**src/rtl/data_mem_pipe.sv**
```systemverilog
// Parametrised data memory with a registered read port and a valid/ready request handshake.
// After reset an optional hardware sweep zeroes the array; accesses at or beyond DEPTH are flagged.
module data_mem_pipe #(
    parameter int DATA_W         = 8,
    parameter int ADDR_W         = 8,
    parameter int DEPTH          = 256,
    parameter bit CLEAR_ON_RESET = 1'b1
) (
    input  logic              CLK,
    input  logic              RST_N,
    input  logic              req_valid,
    output logic              req_ready,
    input  logic              req_write,
    input  logic [ADDR_W-1:0] addr_in,
    input  logic [DATA_W-1:0] data_in,
    output logic              resp_valid,
    output logic              resp_err,
    output logic [DATA_W-1:0] data_out,
    output logic              init_done
);

    typedef enum logic {
        ST_INIT = 1'b0,
        ST_RUN  = 1'b1
    } state_t;

    localparam state_t          RESET_STATE = CLEAR_ON_RESET ? ST_INIT : ST_RUN;
    // One extra counter bit lets DEPTH = 2**ADDR_W be represented without wrapping.
    localparam logic [ADDR_W:0] DEPTH_L     = (ADDR_W + 1)'(DEPTH);
    localparam logic [ADDR_W:0] LAST_IDX    = (ADDR_W + 1)'(DEPTH - 1);

    logic [DATA_W-1:0] r_mem [DEPTH];

    state_t            r_state;
    state_t            w_next_state;
    logic [ADDR_W:0]   r_clr_cnt;
    logic [ADDR_W:0]   w_next_clr_cnt;
    logic              r_ready;
    logic              r_resp_valid;
    logic              r_resp_err;
    logic              r_init_done;
    logic [DATA_W-1:0] r_data_out;

    logic              w_accept;
    logic              w_in_range;
    logic              w_rd_accept;
    logic              w_mem_we;
    logic [ADDR_W-1:0] w_mem_addr;
    logic [DATA_W-1:0] w_mem_wdata;

    always_comb begin
        w_next_state   = r_state;
        w_next_clr_cnt = r_clr_cnt;
        w_mem_we       = 1'b0;
        w_mem_addr     = addr_in;
        w_mem_wdata    = data_in;
        w_in_range     = ({1'b0, addr_in} < DEPTH_L);
        w_accept       = req_valid & r_ready;
        w_rd_accept    = w_accept & ~req_write;

        case (r_state)
            ST_INIT: begin
                w_mem_we       = 1'b1;
                w_mem_addr     = r_clr_cnt[ADDR_W-1:0];
                w_mem_wdata    = '0;
                w_next_clr_cnt = r_clr_cnt + 1'b1;
                if (r_clr_cnt == LAST_IDX) begin
                    w_next_state = ST_RUN;
                end
            end
            ST_RUN: begin
                // Out-of-range writes are dropped; only the error pulse records them.
                w_mem_we = w_accept & req_write & w_in_range;
            end
            default: begin
                w_next_state = RESET_STATE;
            end
        endcase
    end

    always_ff @(posedge CLK or negedge RST_N) begin
        if (!RST_N) begin
            r_state      <= RESET_STATE;
            r_clr_cnt    <= '0;
            r_ready      <= 1'b0;
            r_init_done  <= 1'b0;
            r_resp_valid <= 1'b0;
            r_resp_err   <= 1'b0;
            r_data_out   <= '0;
        end else begin
            r_state      <= w_next_state;
            r_clr_cnt    <= w_next_clr_cnt;
            r_ready      <= (w_next_state == ST_RUN);
            r_init_done  <= (w_next_state == ST_RUN);
            r_resp_valid <= w_rd_accept;
            r_resp_err   <= w_accept & ~w_in_range;
            if (w_rd_accept) begin
                r_data_out <= w_in_range ? r_mem[w_mem_addr] : '0;
            end
        end
    end

    // The array itself has no reset; the INIT sweep is what clears it.
    always_ff @(posedge CLK) begin
        if (w_mem_we) begin
            r_mem[w_mem_addr] <= w_mem_wdata;
        end
    end

    assign req_ready  = r_ready;
    assign resp_valid = r_resp_valid;
    assign resp_err   = r_resp_err;
    assign data_out   = r_data_out;
    assign init_done  = r_init_done;

endmodule

```
**config.mk**
```make
export PLATFORM = sky130hd
export DESIGN_NAME = data_mem_pipe
export DESIGN_NICKNAME = d
export VERILOG_FILES = /design/src/rtl/data_mem_pipe.sv
export SDC_FILE = /design/constraint.sdc
export NUM_CORES = 2
export LEC_CHECK = 0
export CAP_MARGIN = 20
export CORE_ASPECT_RATIO = 1.5
export CORE_UTILIZATION = 63
export DETAILED_ROUTE_END_ITERATION = 16
export DONT_BUFFER_PORTS = 1
export PLACE_DENSITY = 0.79
export SLEW_MARGIN = 25
export SYNTH_ARGS = -nofsm -noshare
export SYNTH_HDL_FRONTEND = slang
export SYNTH_SLANG_ARGS = --single-unit
```
**constraint.sdc**
```tcl
create_clock -name CLK -period 7.31 [get_ports CLK]
set_clock_uncertainty 0.1 [all_clocks]
set_input_delay 1.0965 -clock CLK [delete_from_list [all_inputs] [get_ports CLK]]
set_output_delay 1.0965 -clock CLK [all_outputs]
set_load 0.03 [all_outputs]
```
==> run_results.csv <==
group,metric,value,unit
sta,fin_crit,5.39,ns
route,post_drt_wl_per_cell,33.5,um
worst_setup_path,cp_top_family,"simple AND/OR/NAND/NOR gates",
route,drt_iter0_markers,9202,
worst_setup_path,max_stage_delay,0.95,ns
route,viasPerCell,7.09,
global_routing,grt_pass1_wl,325,mm
worst_hold_path,hp-class,"reg -> reg",
place,port_buffers,0,
route,routed_wl,229,mm
synth,mappedNetlistArea,81000,sq um
final_layout,drive_gt1_share,13.5,%
worst_hold_path,hold_end,"r_clr_cnt[8]$_DFFE_PN0N_",
sta,finalCritPeriodShare,73.7,%
clock_tree,cts_setup_buffers,0,
pwr,p_int,18.0,mW
floorplan,num_rows,160,
sta,slew_viol_final,0,
floorplan,io_pins,32,
worst_setup_path,cp-start-kind,"register",
synth,ys_seq_elements,2067,
place,dp_hpwl,134,mm
clock_tree,cts.reportedPaths.clkPinSlew,0.07,ns
flow_run,maxCapViolCount,0,
worst_setup_path,path_cells,"buf_4, or3b_2, o31a_1, nor2_1, nand2_1, nor3_2",
synth,syn_inst,5016,
pwr,p_per_area,251,nW/um^2
outcome,run_status,"completed",
pwr,power_switching,4.25,mW
final_layout,fillers,7441,
pwr,power,22.3,mW
clock_tree,cts_buffers,175,
worst_hold_path,hp-start,"r_clr_cnt[8]$_DFFE_PN0N_",
clock_tree,clockBufferDepth,3,
final_layout,nNetsFinal,5008,
worst_setup_path,r2r-end,"r_mem[194][0]$_DFFE_PP_",
global_routing,grt_usage,35.6,%
floorplan,dieWidth,295,um
route,vias,48500,
clock_tree,cts_tree,"built",
pwr,peakVddDrop,0.234,mV
place,place.gp.congestion,0.923,
clock_tree,hold_buffers,2,
worst_setup_path,regToRegStartpoint,"init_done$_DFF_PN0_",
worst_setup_path,worstPathArrival,5.74,ns
sta,timing.fmax,0.186,GHz
pwr,sw_frac_of_total,19.0,%
synth,syn_nets,5038,
global_routing,overflow,0,
synth,synthTopCellsByArea,"edfxtp_1 (76%), mux4_2 (6.6%), nand2_1 (4.6%), nand3_1 (1.8%), nor2_1 (1.2%)",
sta,setup_viol,0,
sta,grt_setup_unrepaired,"no",
worst_hold_path,holdPathStages,2,
final_layout,area_delta_synth_final,9.80,%
sta,finalHoldViolCount,0,
synth,synth_area_per_cell,16.1,sq um
pwr,p_clk_share,42.5,%
worst_setup_path,critPathKind,"reg -> reg",
global_routing,grt_antenna_before_repair,12,
worst_setup_path,cp_slowest_cell,"nor2_1",
floorplan,die_area,130000,sq um
sta,setup_tns,0,ns
clock_tree,ctsHtreeMaxLevel,4,
route,ant_nets,0,
route,drcViolationCount,0,
pwr,seqPwrFrac,57.5,%
pwr,leakage,25.2,nW
synth,yosysWarnings,0,
synth,synth_area_leader_cell,"edfxtp_1",
synth,async_flop_share,0.919,%
sta,tightest_slew,1.31,ns
synth,synth_top_area_share,76.0,%
worst_setup_path,crit_path_max_fanout,48,
floorplan,die_h,441,um
pwr,comb_power_share,0,%
floorplan,start_util,63.7,%
synth,yosys.cell_types.count,66,
synth,yosysSeqAreaShare,76.5,%
floorplan,core,127000,sq um
clock_tree,clockRootBuffer,"clkbuf_16",
synth,synth-edff-count,2048,
clock_tree,postCtsResizedCells,0,
worst_setup_path,ff2ff_path_depth,6,
clock_tree,cts_sinks,2067,
worst_setup_path,critPathRequiredTime,7.66,ns
route,first_pass_iters,8,
worst_setup_path,end_kind,"register",
sta,slew_headroom,12.0,%
clock_tree,clkLatencyLatePin,0.83,ns
synth,synth_top_flop_cell,"edfxtp_1",
worst_setup_path,r2r_setup_slack,1.92,ns
global_routing,first_global_vias,47100,
worst_setup_path,worst-path-buf-inv,1,
global_routing,grt_start_max_net_pins,227,
## routing by layer
metal	wire [um]	vias up	track usage [%]
met5	50	-	0
met4	19400	8	25.9
met3	30800	932	9.38
met2	107000	4364	54.7
met1	71300	23800	44.0
li1	-	19300	-
## cells in the mapped netlist, drive strengths merged, types with 7 or more instances
cell type	number
inv	9
o21ai	15
o32ai	10
dfrtp	19
mux2i	91
a41oi	21
o22ai	44
clkbuf	100
a311oi	24
a22oi	69
nand4	69
nor2	268
edfxtp	2048
and2	9
nor3	39
a32oi	29
and3	31
a31oi	71
nor4	38
mux4	238
buf	224
a22o	17
a21oi	151
nand3	291
or2	12
nand2	987
o2111ai	7
## kinds of logic after synthesis
kind of cell	share of synthesized area, %
DFF	76.5
and+or+nand+nor	9.27
AOI/OAI and AO/OA	4.31
muxes	7.81
buffers and inverters	1.95
xor gates and xnor gates	0.0757
adders and majority gates	0.0309
other	0.00463
## flip-flops by register name, summed over array words and instances, names as in the netlist
register,count
init_done,1
resp_valid,1
r_clr_cnt,9
r_mem,2048
data_out,8
## final cells by class
cell class / count / area [sq um] / area share [%]
clock buffer: 219 / 4670 / 5.25
inverter: 9 / 33.8 / 0.0380
sequential: 2067 / 62000 / 69.7
multi-input combinational: 2616 / 17800 / 20.1
clock inverter: 105 / 1080 / 1.21
antenna: 8 / 20.0 / 0.0225
timing repair buffer: 117 / 1160 / 1.30
tap: 1701 / 2130 / 2.39
## layout by cell type, fill, tap and decap left out, types with 12 or more instances in the layout
master,count
edfxtp_1,2048
and3_1,31
a22o_1,17
mux2i_1,87
a311oi_1,24
o22ai_1,44
a22oi_1,69
nor4_1,33
clkinv_2,34
nor2_1,261
a21oi_1,151
a41oi_1,21
buf_12,16
clkbuf_1,35
nand3_1,287
nor3_1,25
buf_4,95
bufinv_16,19
or2_2,12
clkbuf_16,178
nand2_1,984
dfrtp_1,18
clkinv_1,31
nand4_1,69
a31oi_1,70
mux4_2,238
nor3_2,14
a32oi_1,29
## worst max-delay path by stage
stage	depth (start not counted)	start	slack, ns	end
floorplan	7	init_done$_DFF_PN0_	1.53	r_mem[0][0]$_DFFE_PP_
global placement	9	addr_in[1]	1.47	data_out[4]$_DFFE_PN0P_
detailed placement	9	addr_in[1]	1.76	data_out[5]$_DFFE_PN0P_
CTS	9	init_done$_DFF_PN0_	2.02	data_out[5]$_DFFE_PN0P_
global route	6	init_done$_DFF_PN0_	1.81	r_mem[198][3]$_DFFE_PP_
finish	6	init_done$_DFF_PN0_	1.92	r_mem[194][0]$_DFFE_PP_
## stage by stage
step | hold WS, ns | area, sq um | utilization, % | cells | worst slack [ns]
3_3_place_gp | 0.371 | 82900 | 65.2 | 6502 | 1.47
2_1_floorplan | 0.353 | 81000 | - | 5016 | 1.53
4_1_cts | 0.409 | 88800 | 69.8 | 6831 | 2.02
3_5_place_dp | 0.392 | 83000 | 65.3 | 6505 | 1.76
6_report | 0.409 | 88900 | 69.9 | 6842 | 1.92
5_1_grt | 0.422 | 88900 | 69.9 | 6837 | 1.81
## power groups by stage
stage,registers (mW),logic [mW],clock network [mW]
6_report,12.8,0.00840,9.47
5_1_grt,12.8,0.00865,9.86
4_1_cts,12.8,0.00832,9.42
3_5_place_dp,13.1,0.00288,0
3_3_place_gp,13.1,0.00284,0
2_1_floorplan,13.1,0.00290,0
## worst min-delay path: stages, from the launching register on
cell     delay (ns)
dfrtp_1        0.35
nand2_1        0.05
o21ai_0        0.07
(Power assumes the default switching activity.)
